## config.mk

```make
export PLATFORM = sky130hd
export DESIGN_NAME = serial_subtractor_flat
export DESIGN_NICKNAME = d
export VERILOG_FILES = /design/src/rtl/serial_subtractor_if.sv /design/src/rtl/serial_subtractor.sv /design/src/flat_wrapper.sv
export SDC_FILE = /design/constraint.sdc
export NUM_CORES = 1
export LEC_CHECK = 0
export CORE_MARGIN = 5
export CORE_UTILIZATION = 60
export CTS_CLUSTER_DIAMETER = 50
export DETAILED_ROUTE_END_ITERATION = 8
export DONT_BUFFER_PORTS = 1
export MAX_ROUTING_LAYER = met4
export PLACE_DENSITY = 0.8
export SYNTH_ARGS = -nofsm -noshare
export SYNTH_HDL_FRONTEND = slang
export SYNTH_SLANG_ARGS = --single-unit
```

## constraint.sdc

```tcl
create_clock -name clock -period 2.4 [get_ports clock]
set_input_delay 0.48 -clock clock [delete_from_list [all_inputs] [get_ports clock]]
set_output_delay 0.48 -clock clock [all_outputs]
set_load 0.01 [all_outputs]
```

## src/rtl/serial_subtractor_if.sv

```systemverilog
// Handshake and data bundle for serial_subtractor.
//   master: drives start/value1/value2, observes ready/done/results.
//   slave : the subtractor side.
//   start     request, taken only while ready=1
//   value1    minuend (sampled on the accepting edge)
//   value2    subtrahend (sampled on the accepting edge)
//   ready     high while the subtractor is idle
//   done      one-cycle pulse when results become valid
//   rsub      difference modulo 2^WIDTH
//   borrow_out, overflow, zero  result flags
interface serial_subtractor_if #(
    parameter int unsigned WIDTH = 32
);
    logic             start;
    logic [WIDTH-1:0] value1;
    logic [WIDTH-1:0] value2;
    logic             ready;
    logic             done;
    logic [WIDTH-1:0] rsub;
    logic             borrow_out;
    logic             overflow;
    logic             zero;

    modport master (
        output start, value1, value2,
        input  ready, done, rsub, borrow_out, overflow, zero
    );

    modport slave (
        input  start, value1, value2,
        output ready, done, rsub, borrow_out, overflow, zero
    );
endinterface

```

## src/rtl/serial_subtractor.sv

```systemverilog
// Digit-serial subtractor: rsub = value1 - value2, DIGIT bits per clock, LSB first,
// computed as value1 + ~value2 + 1 with the carry kept in a flop between digits.
//   clock  rising-edge clock
//   reset  synchronous, active-high
//   bus    serial_subtractor_if slave (start/ready/done handshake, operands, results)
module serial_subtractor #(
    parameter int unsigned WIDTH = 32,
    parameter int unsigned DIGIT = 1
) (
    input  logic                clock,
    input  logic                reset,
    serial_subtractor_if.slave  bus
);
    localparam int unsigned N  = (DIGIT == 0) ? 1 : WIDTH / DIGIT;
    localparam int unsigned CW = (N > 1) ? $clog2(N) : 1;
    localparam int unsigned SW = DIGIT + 1;

    // DIGIT must split WIDTH into whole digits
    if ((DIGIT == 0) || ((WIDTH % DIGIT) != 0)) begin : g_bad_digit
        $error("serial_subtractor: DIGIT must be nonzero and divide WIDTH");
    end

    typedef enum logic [1:0] {
        IDLE = 2'd0,
        RUN  = 2'd1,
        DONE = 2'd2
    } state_t;

    state_t            state_q;
    state_t            state_d;

    logic [WIDTH-1:0]  a_q;        // remaining minuend digits
    logic [WIDTH-1:0]  b_q;        // remaining inverted subtrahend digits
    logic              carry_q;
    logic [CW-1:0]     cnt_q;
    logic [WIDTH-1:0]  acc_q;      // partial difference, filled from the MSB side
    logic              a_msb_q;
    logic              b_msb_q;

    logic              ready_q;
    logic              done_q;
    logic [WIDTH-1:0]  rsub_q;
    logic              borrow_q;
    logic              ovf_q;
    logic              zero_q;

    logic [DIGIT:0]    sum_c;
    logic [WIDTH-1:0]  acc_c;
    logic              last_c;

    // One digit of the addition and the partial result it produces
    always_comb begin
        sum_c  = {1'b0, a_q[DIGIT-1:0]} + {1'b0, b_q[DIGIT-1:0]} + SW'(carry_q);
        acc_c  = (acc_q >> DIGIT) | (WIDTH'(sum_c[DIGIT-1:0]) << (WIDTH - DIGIT));
        last_c = (cnt_q == CW'(N - 1));
    end

    // Next-state logic
    always_comb begin
        state_d = state_q;
        case (state_q)
            IDLE:    if (bus.start) state_d = RUN;
            RUN:     if (last_c)    state_d = DONE;
            DONE:    state_d = IDLE;
            default: state_d = IDLE;
        endcase
    end

    // State register and handshake outputs
    always_ff @(posedge clock) begin
        if (reset) begin
            state_q <= IDLE;
            ready_q <= 1'b1;
            done_q  <= 1'b0;
        end else begin
            state_q <= state_d;
            ready_q <= (state_d == IDLE);
            done_q  <= (state_d == DONE);
        end
    end

    // Operand shifting, carry chain and result capture
    always_ff @(posedge clock) begin
        if (reset) begin
            a_q      <= '0;
            b_q      <= '0;
            carry_q  <= 1'b0;
            cnt_q    <= '0;
            acc_q    <= '0;
            a_msb_q  <= 1'b0;
            b_msb_q  <= 1'b0;
            rsub_q   <= '0;
            borrow_q <= 1'b0;
            ovf_q    <= 1'b0;
            zero_q   <= 1'b0;
        end else begin
            case (state_q)
                IDLE: begin
                    if (bus.start) begin
                        a_q     <= bus.value1;
                        b_q     <= ~bus.value2;
                        carry_q <= 1'b1;   // the +1 of the two's complement
                        cnt_q   <= '0;
                        acc_q   <= '0;
                        a_msb_q <= bus.value1[WIDTH-1];
                        b_msb_q <= ~bus.value2[WIDTH-1];
                    end
                end
                RUN: begin
                    a_q     <= a_q >> DIGIT;
                    b_q     <= b_q >> DIGIT;
                    carry_q <= sum_c[DIGIT];
                    cnt_q   <= cnt_q + CW'(1);
                    acc_q   <= acc_c;
                    if (last_c) begin
                        rsub_q   <= acc_c;
                        borrow_q <= ~sum_c[DIGIT];
                        // adding operands of equal sign that yields the other sign
                        ovf_q    <= (a_msb_q == b_msb_q) && (acc_c[WIDTH-1] != a_msb_q);
                        zero_q   <= (acc_c == '0);
                    end
                end
                default: ;
            endcase
        end
    end

    assign bus.ready      = ready_q;
    assign bus.done       = done_q;
    assign bus.rsub       = rsub_q;
    assign bus.borrow_out = borrow_q;
    assign bus.overflow   = ovf_q;
    assign bus.zero       = zero_q;
endmodule

```

## src/flat_wrapper.sv

```systemverilog
// flat-port wrapper written by rule: the top's interface ports become plain ports
module serial_subtractor_flat 
#(
    parameter int unsigned WIDTH = 32,
    parameter int unsigned DIGIT = 1
)
  (clock, reset, bus_start, bus_value1, bus_value2, bus_ready, bus_done, bus_rsub, bus_borrow_out, bus_overflow, bus_zero);
  serial_subtractor_if #(.WIDTH(WIDTH)) bus_i ();
  input  logic clock;
  input  logic reset;
  input wire logic [$bits(bus_i.start)-1:0] bus_start;
  input wire logic [$bits(bus_i.value1)-1:0] bus_value1;
  input wire logic [$bits(bus_i.value2)-1:0] bus_value2;
  output wire logic [$bits(bus_i.ready)-1:0] bus_ready;
  output wire logic [$bits(bus_i.done)-1:0] bus_done;
  output wire logic [$bits(bus_i.rsub)-1:0] bus_rsub;
  output wire logic [$bits(bus_i.borrow_out)-1:0] bus_borrow_out;
  output wire logic [$bits(bus_i.overflow)-1:0] bus_overflow;
  output wire logic [$bits(bus_i.zero)-1:0] bus_zero;
  assign bus_i.start = bus_start;
  assign bus_i.value1 = bus_value1;
  assign bus_i.value2 = bus_value2;
  assign bus_ready = bus_i.ready;
  assign bus_done = bus_i.done;
  assign bus_rsub = bus_i.rsub;
  assign bus_borrow_out = bus_i.borrow_out;
  assign bus_overflow = bus_i.overflow;
  assign bus_zero = bus_i.zero;
  serial_subtractor #(.WIDTH(WIDTH), .DIGIT(DIGIT)) u_core (.clock(clock), .reset(reset), .bus(bus_i));
endmodule
```

==> results.toml <==
[power_and_ir_drop]
swShare = 0.231
internal-power_mw = 4.16
switchingPower_mw = 1.25
p_leak_nw = 2.37
pwr-share-seq = 0.467
ir_drop_mv = 0.452
p_per_area_mw_per_mm2 = 884
clockPowerShare = 0.459
pwr-share-comb = 0.074

[die]
core_area_mm2 = 0.00915
ios = 104
die_x_um = 106
fp.dieH_um = 106
start_util = 0.610
dieArea_mm2 = 0.0113
rows = 35

[timing]
setup_viol = 0
fin_crit_ns = 1.92
rsz0062_at_grt = "false"
fin_skew_ns = 0.00958
max_freq_mhz = 520
drv_slew = 0
finalCritPeriodShare = 0.801
relSlewSlack = 0.638
hold_viol = 0
worst_slack_ns = 0.477
setup_tns_ns = 0
worstMarginPinSlew_ns = 0.543

[clocking]
cts_tree = "done"
clockBufferDepth = 2
hold_buffers = 0
clock_latency_ns = 0.51
numCtsBuffers = 17
path_clk_slew_ns = 0.06
cts_root_buf = "clkbuf_8"
cts-htree-levels = 4
cts_setup_buffers = 0
cts-resized-gates = 0
cts_sinks = 142

[grt]
grtUsageTotal = 0.221
antenna_found_initial = 0
grt_max_degree = 142
overflow = 0
grt_pass1_vias = 4376
grt_first_pass_wirelength_mm = 20.0

[placed_design]
port_buffers = 0
dp_hpwl_mm = 7.44
pre_cts_ws_ns = 0.575
routabilityCongestion = 0.817
post-place-cells = 739

[synthesis]
postSynthCellCount = 676
synth_top_cell_area_share = 0.509
avgSynthCellArea_um2 = 8.26
synth_area_leaders = "dfxtp_1, nor2_1, nor3_1"
yosysSeqAreaShare = 0.509
syn-num-nets = 746
synthDistinctLibCells = 31
yosysWarnings = 0
synth_largest_area_cell = "dfxtp_1"
synth.cell_area_mm2 = 0.00558
ys_ff_latch = 142

[hold_path]
whs_path_depth = 1
holdCritStartpoint = "reset"
hold_path.class = "input port to register"
holdPathEnd = "u_core.b_q[6]"

[drt]
ant_nets = 0
wirelength_mm = 12.0
drt-initial-drc-count = 253
vias = 4561
drc = 0
firstDrtPassIters = 5
vias_per_cell = 5.92
post_drt_wl_per_cell_um = 15.6

[finish]
seqCellArea_mm2 = 0.00284
multiInputGateArea_mm2 = 0.00247
diodes = 0
mostFrequentLayoutCell = "nor2_1"
final_cell_mix = "nor2_1, dfxtp_1, nand2_1"
nFillCells = 729
final_cells = 770
nets = 717
syn_to_final_growth_pct = 9.70
drive_gt1_frac = 0.0728

[critical_path]
start_kind = "register"
r2r_end = "u_core.bus.zero"
cpMaxStageDelayCell = "fa_1"
r2r-start = "u_core.carry_q"
path_cells = "fa_1 -> nor4_1 -> nand4_1 -> or3_1 -> a21oi_1"
r2r_cells = 5
arrival_ns = 2.35
cp_max_fo = 5
reg2reg_setup_slack_ns = 0.48
cp.required_ns = 2.83
cp-end-kind = "register"
critPathBufInv = 0
path_class = "register to register"
critPathTopFamily = "simple AND/OR/NAND/NOR gates"
slowest_delay_ns = 0.55

[status]
outcome = "finished clean"

[run]
drv_cap = 0
flip-flops by register name, summed over array words and instances (netlist names):
register / cells
u_core.bus.ready: 1
u_core.acc_q: 31
u_core.a_msb_q: 1
u_core.bus.borrow_out: 1
u_core.bus.done: 1
u_core.cnt_q: 5
u_core.a_q: 32
u_core.bus.zero: 1
u_core.state_q: 2
u_core.b_q: 32
u_core.b_msb_q: 1
u_core.bus.overflow: 1
u_core.carry_q: 1
u_core.bus.rsub: 32
power by group through the flow:
stage               sequential, mW  clock, mW  combinational (mW)
finish                        2.53       2.49               0.398
global placement              2.57          0               0.381
floorplan                     2.56          0               0.376
global route                  2.54       2.64               0.453
CTS                           2.53       2.53               0.401
detailed placement            2.58          0               0.397
cell usage after synthesis:
cell type	instances
nor2_1	143
dfxtp_1	142
nand2_1	68
nor3_1	65
a21oi_1	39
a22oi_1	34
clkbuf_1	34
nor2b_1	32
a2bb2oi_1	31
o22ai_1	31
buf_2	17
nor4_1	8
buf_4	7
a211oi_1	3
ha_1	2
nand2b_1	2
nand4_1	2
o21ai_0	2
or3_1	2
and2_1	1
and3_1	1
buf_1	1
fa_1	1
inv_2	1
mux2_2	1
nand2_4	1
nand3_1	1
nand3b_1	1
nor2_2	1
nor2b_2	1
or2_1	1
through the flow:
step | area, um2 | power, mW | util | hold slack (ns)
2_1_floorplan | 5580 | 2.94 | - | 0.436
3_3_place_gp | 5560 | 2.95 | 0.607 | 0.451
3_5_place_dp | 5560 | 2.97 | 0.607 | 0.458
4_1_cts | 6120 | 5.46 | 0.669 | 0.0282
5_1_grt | 6120 | 5.63 | 0.669 | 0.0225
6_report | 6120 | 5.41 | 0.669 | 0.0525
routing by layer:
layer	global-route usage	wire length [um]	vias up
li1	-	-	2276
met1	0.261	5260	2137
met2	0.350	5710	128
met3	0.0716	797	20
met4	0.0858	209	0
met5	-	0	-
cells by family (layout without fill, tap and decap cells):
group	count (synthesis)	after routing	share of synthesized area
and+or+nand+nor	330	330	0.262
buffers and inverters	60	43	0.0489
adders and majority gates	3	3	0.00807
muxes	1	1	0.00202
DFF	142	142	0.509
AOI/OAI and AO/OA	140	140	0.170
how the worst max path moves through the flow:
stage / to / cells past startpoint / slack (ns) / start
detailed placement: u_core.bus.borrow_out / 7 / 0.57 / u_core.cnt_q[0]
floorplan: u_core.bus.zero / 5 / 0.69 / u_core.carry_q
CTS: u_core.bus.zero / 5 / 0.48 / u_core.carry_q
global placement: u_core.bus.zero / 5 / 0.62 / u_core.carry_q
global route: u_core.bus.zero / 5 / 0.36 / u_core.carry_q
finish: u_core.bus.zero / 5 / 0.48 / u_core.carry_q
cell type report:
class / instances / area share
Timing Repair Buffer: 11 / 0.0155
Sequential cell: 142 / 0.464
Tap cell: 111 / 0.0227
Clock buffer: 19 / 0.0705
Inverter: 1 / 0.000613
Clock inverter: 12 / 0.0223
Multi-Input combinational cell: 474 / 0.404
(Power assumes the default switching activity.)
